<file path="src/rtl/io_timer.sv">
// io_timer: bank-decoded 8-bit timer with prescaler, compare match, periodic/one-shot modes and level IRQ.
// Optional input-capture unit is built only when IO_TIMER_CAPTURE_EN is defined.
module io_timer #(
    parameter logic [1:0] BANK = 2'd0
) (
    input  logic       clk,
    input  logic       reset,
    input  logic       pause,
    input  logic [4:0] io_readaddr,
    output logic [7:0] io_readdata,
    input  logic [4:0] io_writeaddr,
    input  logic [7:0] io_writedata,
    input  logic       io_write_en,
    output logic       timer_irq
`ifdef IO_TIMER_CAPTURE_EN
    ,
    input  logic       capture_in
`endif
);

    localparam logic [2:0] OFS_CTRL     = 3'd0;
    localparam logic [2:0] OFS_PRESCALE = 3'd1;
    localparam logic [2:0] OFS_COMPARE  = 3'd2;
    localparam logic [2:0] OFS_COUNT    = 3'd3;
    localparam logic [2:0] OFS_STATUS   = 3'd4;
    localparam logic [2:0] OFS_CAPTURE  = 3'd5;

    // ctrl_q: bit0 EN, bit1 RELOAD, bit2 IE; status_q: bit0 MATCH, bit1 CAPF
    logic [2:0] ctrl_q,     ctrl_d;
    logic [7:0] prescale_q, prescale_d;
    logic [7:0] compare_q,  compare_d;
    logic [7:0] count_q,    count_d;
    logic [1:0] status_q,   status_d;
    logic [7:0] presc_q,    presc_d;
    logic [7:0] rdata_q,    rdata_d;
    logic       irq_q,      irq_d;

    logic       wr_hit_s;
    logic       rd_hit_s;
    logic       run_s;
    logic       tick_s;
    logic       match_set_s;
    logic       cap_edge_s;
    logic [1:0] status_clr_s;
    logic [7:0] capture_rd_s;

`ifdef IO_TIMER_CAPTURE_EN
    logic       sync1_q, sync2_q, sync3_q;
    logic [7:0] capture_q;

    // Two-flop synchronizer plus edge-history flop; CAPTURE loads on every synchronized rising edge.
    always_ff @(posedge clk or posedge reset) begin
        if (reset) begin
            sync1_q   <= 1'b0;
            sync2_q   <= 1'b0;
            sync3_q   <= 1'b0;
            capture_q <= 8'h00;
        end else begin
            sync1_q <= capture_in;
            sync2_q <= sync1_q;
            sync3_q <= sync2_q;
            if (cap_edge_s) begin
                capture_q <= count_q;
            end else begin
                capture_q <= capture_q;
            end
        end
    end

    assign cap_edge_s   = sync2_q & ~sync3_q;
    assign capture_rd_s = capture_q;
`else
    assign cap_edge_s   = 1'b0;
    assign capture_rd_s = 8'h00;
`endif

    function automatic logic [7:0] read_mux(
        input logic [2:0] ofs,
        input logic [2:0] ctrl,
        input logic [7:0] prescale,
        input logic [7:0] compare,
        input logic [7:0] count,
        input logic [1:0] status,
        input logic [7:0] capture
    );
        logic [7:0] val;
        case (ofs)
            OFS_CTRL:     val = {5'd0, ctrl};
            OFS_PRESCALE: val = prescale;
            OFS_COMPARE:  val = compare;
            OFS_COUNT:    val = count;
            OFS_STATUS:   val = {6'd0, status};
            OFS_CAPTURE:  val = capture;
            default:      val = 8'h00;
        endcase
        return val;
    endfunction

    assign wr_hit_s = io_write_en && (io_writeaddr[4:3] == BANK);
    assign rd_hit_s = (io_readaddr[4:3] == BANK);
    assign run_s    = ctrl_q[0] && !pause;
    assign tick_s   = run_s && (presc_q == prescale_q);

    // Timer advance, then software writes layered on top so they win over a same-cycle tick.
    always_comb begin
        ctrl_d       = ctrl_q;
        prescale_d   = prescale_q;
        compare_d    = compare_q;
        count_d      = count_q;
        presc_d      = presc_q;
        match_set_s  = 1'b0;
        status_clr_s = 2'b00;

        if (tick_s) begin
            presc_d = 8'h00;
            if (count_q == compare_q) begin
                match_set_s = 1'b1;
                if (ctrl_q[1]) begin
                    count_d = 8'h00;
                end else begin
                    ctrl_d[0] = 1'b0;
                end
            end else begin
                count_d = count_q + 8'd1;
            end
        end else if (run_s) begin
            presc_d = presc_q + 8'd1;
        end else begin
            presc_d = presc_q;
        end

        if (wr_hit_s) begin
            case (io_writeaddr[2:0])
                OFS_CTRL:     ctrl_d     = io_writedata[2:0];
                OFS_PRESCALE: prescale_d = io_writedata;
                OFS_COMPARE:  compare_d  = io_writedata;
                OFS_COUNT: begin
                    count_d = io_writedata;
                    presc_d = 8'h00;
                end
                OFS_STATUS:   status_clr_s = io_writedata[1:0];
                default:      status_clr_s = 2'b00;
            endcase
        end else begin
            status_clr_s = 2'b00;
        end

        // A hardware set outranks a same-cycle write-1-to-clear.
        status_d = (status_q & ~status_clr_s) | {cap_edge_s, match_set_s};
        irq_d    = ctrl_d[2] & (|status_d);

        if (pause) begin
            rdata_d = rdata_q;
        end else if (rd_hit_s) begin
            rdata_d = read_mux(io_readaddr[2:0], ctrl_q, prescale_q, compare_q,
                               count_q, status_q, capture_rd_s);
        end else begin
            rdata_d = 8'h00;
        end
    end

    // Architectural state, read-data and interrupt registers.
    always_ff @(posedge clk or posedge reset) begin
        if (reset) begin
            ctrl_q     <= 3'd0;
            prescale_q <= 8'h00;
            compare_q  <= 8'hFF;
            count_q    <= 8'h00;
            status_q   <= 2'b00;
            presc_q    <= 8'h00;
            rdata_q    <= 8'h00;
            irq_q      <= 1'b0;
        end else begin
            ctrl_q     <= ctrl_d;
            prescale_q <= prescale_d;
            compare_q  <= compare_d;
            count_q    <= count_d;
            status_q   <= status_d;
            presc_q    <= presc_d;
            rdata_q    <= rdata_d;
            irq_q      <= irq_d;
        end
    end

    assign io_readdata = rdata_q;
    assign timer_irq   = irq_q;

endmodule

</file>
<file path="config.mk">
export PLATFORM = sky130hd
export DESIGN_NAME = io_timer
export DESIGN_NICKNAME = d
export VERILOG_FILES = /design/src/rtl/io_timer.sv
export SDC_FILE = /design/constraint.sdc
export NUM_CORES = 1
export LEC_CHECK = 0
export BUFFER_PORTS_ARGS = -buffer_cell sky130_fd_sc_hd__buf_2
export CORE_MARGIN = 2
export CORE_UTILIZATION = 52
export DETAILED_ROUTE_END_ITERATION = 12
export GPL_ROUTABILITY_DRIVEN = 0
export PLACE_DENSITY = 0.84
export SYNTH_ARGS = -nofsm -noshare
export SYNTH_HDL_FRONTEND = slang
export SYNTH_SLANG_ARGS = --single-unit
</file>
<file path="constraint.sdc">
create_clock -name clk -period 1.7 [get_ports clk]
set_clock_uncertainty 0.1 [all_clocks]
set_input_delay 0.34 -clock clk [delete_from_list [all_inputs] [get_ports clk]]
set_output_delay 0.34 -clock clk [all_outputs]
set_load 0.01 [all_outputs]
</file>
==> flow_summary.ini <==
[run_status]
outcome = finished, violations left
violations = negative setup slack

[finish]
regArea_um2 = 1162
multiInputGateArea_um2 = 1339
drive_above_1_share_pct = 40.67
fillCellCount = 348
finalNetCount = 323
syn_to_final_growth_pct = 25.35
fin_area_um2 = 3156
layout.cells.non_filler = 354
diodes = 0

[floorplanning]
initial_utilization_pct = 53.65
io_pins = 31
die_area_um2 = 5414
rows = 25
die-width_um = 73.58
core_um2 = 4692
die_h_um = 73.58

[clocking]
cts-htree-levels = 2
numCtsBuffers = 5
postCtsSetupRepairBufs = 0
clk_path_buf_depth = 2
cts_tree = built
clock_latency_ns = 0.30
root_buffer = clkbuf_8
clock-sinks = 46
clk_pin_slew_ns = 0.09

[synth]
syn_inst = 238
ys_seq_elements = 46
ys_warn_count = 0
yosysUniqueCellTypes = 45
ys_seq_area_share_pct = 46.12
synth.net_count = 262
syn-mean-instance-area_um2 = 10.58
synth_area_leader_cell = dfrtp_1
synth_area_leaders = dfrtp_1 (38%), mux2_2 (11%), dfstp_2 (8.3%)
synth_top_area_share_pct = 37.77
syn_area_um2 = 2517

[place]
port_buffers = 30
hpwlAfterDp_um = 4236
dp.cells = 345
place_area_um2 = 2952
dp_slack_ns = -0.02703

[power_and_ir_drop]
p_per_area_nw_per_um2 = 1164
ir_drop_mv = 0.6595
seqPwrFrac_pct = 42.2
p_sw_w = 0.001103
cellLeakagePower_nw = 1.428
power_frac_comb_pct = 30.5
switching_share_pct = 30.02
internal-power_w = 0.002570
p_clk_share_pct = 27.3

[critical_path]
start_kind = flip-flop
cp_cell_sequence = xnor2_1, nand3_1, or3_4, a2bb2oi_1, a21boi_1
critPathRequiredTime_ns = 1.84
worstPathArrival_ns = 1.87
critical_path.slowest_cell = or3_4
worstSetupEndpointType = flip-flop
path_max_fanout = 11
cp_slowest_stage_delay_ns = 0.48
critical_path_class = reg -> reg

[sta]
drv_slew = 0
hold_viol = 0
rsz0062_at_grt = true
worst_slack_ns = -0.03020
setup_violations = 4
tightest_slew_ns = 0.4190
period_minus_slack_ns = 1.730
period_share_pct = 101.8
fmax_ghz = 0.5780
max_slew_margin_pct = 72.01

[job]
drv_cap = 0

[global_route]
grt_max_degree = 47
grt_overflow = 0
grt_pass1_wl_um = 9625
track_usage_pct = 23.53
grt_pass1_vias = 1967
antenna_found_initial = 0

[drt]
vias_per_cell = 5.760
drtPass1Iterations = 5
drc_errors = 0
vias = 2039
drt-total-wl_um = 5826
ant_nets = 0
drt_iter0_markers = 168
wl_per_cell_um = 16.46

[min_path]
hp-class = in -> reg
[timing repair]
item | CTS | global route
hold endpoints to repair | 38 | 0
resized for setup | 6 | 4
pin swaps | 5 | 1
endpoints found under the setup margin | 10 | 18
hold buffers | 1 | 0
gates cloned | 0 | 0
[state kept, by name, indices dropped and copies added, names as in the netlist]
| register | flops |
|---|---|
| presc_q | 8 |
| prescale_q | 8 |
| timer_irq | 1 |
| status_q | 2 |
| ctrl_q | 3 |
| compare_q | 8 |
| count_q | 8 |
| io_readdata | 8 |
[final cells by class]
cell class,instances,area share [%]
sequential,46,36.84
multi-input combinational,178,42.43
clock inverter,2,1.903
inverter,5,0.5948
clock buffer,6,2.617
timing repair buffer,63,13.48
tap,54,2.141
[stage by stage]
stage	hold WS (ns)	setup TNS, ns	power (W)	utilization [%]
4_1_cts	0.2087	-0.01484	0.003647	66.99
2_1_floorplan	0.3510	0	0.002191	-
3_5_place_dp	0.3001	-0.1160	0.002599	62.91
5_1_grt	0.2022	-1.053	0.003880	67.25
3_3_place_gp	0.2940	0	0.002548	62.91
6_report	0.2107	-0.06769	0.003673	67.25
[routing by layer]
| layer | up-vias | wire, um | global-route usage (%) |
|---|---|---|---|
| met3 | 15 | 315 | 4.938 |
| met5 | - | 0 | 0 |
| li1 | 982 | - | - |
| met1 | 978 | 2446 | 31.18 |
| met4 | 0 | 119 | 7.273 |
| met2 | 64 | 2944 | 38.69 |
[synthesized netlist by cell type]
library cell,instances
mux2i_1,1
nor4b_1,2
buf_2,6
nand4_2,1
clkbuf_1,1
nand3_1,5
nand4_1,4
o22ai_1,2
nand2_2,2
and4b_1,2
a21oi_1,3
and2b_2,1
or2_1,1
nor2_1,23
nor3_2,3
o21ai_1,11
mux4_2,1
xor2_1,5
o21ai_0,8
a22oi_1,9
a22o_1,2
buf_1,1
a21boi_0,1
and2_1,2
a31oi_1,10
nor4b_2,1
dfrtp_1,38
ha_1,2
or3_4,1
inv_1,5
nor4_1,1
and3_1,2
nand2b_1,1
a2bb2oi_1,1
nand2_1,14
mux2_2,25
buf_6,1
and4_1,3
dfstp_2,8
nand4b_1,1
nor2b_1,3
xnor2_1,20
nor3b_1,1
a21boi_1,1
nand3b_1,2
[final timing paths]
check	slack (ns)	cells after the start	to	from
min in group asynchronous	0.50	4	presc_q[2]	reset
setup reg to reg	-0.03	5	timer_irq	prescale_q[7]
max in group asynchronous	0.71	4	compare_q[1]	reset
setup / recovery	-0.03	5	timer_irq	prescale_q[7]
hold reg to reg	0.38	2	io_readdata[5]	io_readdata[5]
hold / removal	0.21	2	prescale_q[6]	io_writedata[6]
[cells by family after synthesis]
| kind of cell | share of synthesized area, % |
|---|---|
| flip-flops | 46.12 |
| AO/OA/AOI/OAI | 11.68 |
| AND/OR/NAND/NOR | 17.35 |
| multiplexers | 12.48 |
| adder cells (fa/ha/maj) | 0.9939 |
| buffers and inverters | 2.684 |
| XOR/XNOR | 8.698 |
[critical path, delay by kind of cell (launching register included)]
| family | cells | cell delay [ns] |
|---|---|---|
| and+or+nand+nor | 2 | 0.62 |
| DFF | 1 | 0.42 |
| AOI/OAI and AO/OA | 2 | 0.33 |
| xor gates and xnor gates | 1 | 0.19 |
[power groups by stage]
stage               logic [W]  clock network [W]  registers (W)
global placement      0.00101                  0        0.00153
floorplan            0.000680                  0        0.00151
global route          0.00123            0.00107        0.00158
CTS                   0.00110            0.00101        0.00154
detailed placement    0.00106                  0        0.00154
finish                0.00112            0.00100        0.00155
[layout by cell type (no fill, tap or decap), types with 6 or more instances in the layout]
master / netlist / layout
dfrtp_1: 38 / 37
buf_2: 6 / 30
buf_4: 0 / 30
mux2_2: 25 / 25
nor2_1: 23 / 23
xnor2_1: 20 / 15
nand2_1: 14 / 14
o21ai_1: 11 / 11
a31oi_1: 10 / 10
a22oi_1: 9 / 9
dfstp_2: 8 / 8
o21ai_0: 8 / 7
clkbuf_8: 0 / 6
Power figures use the tool's default switching activity.
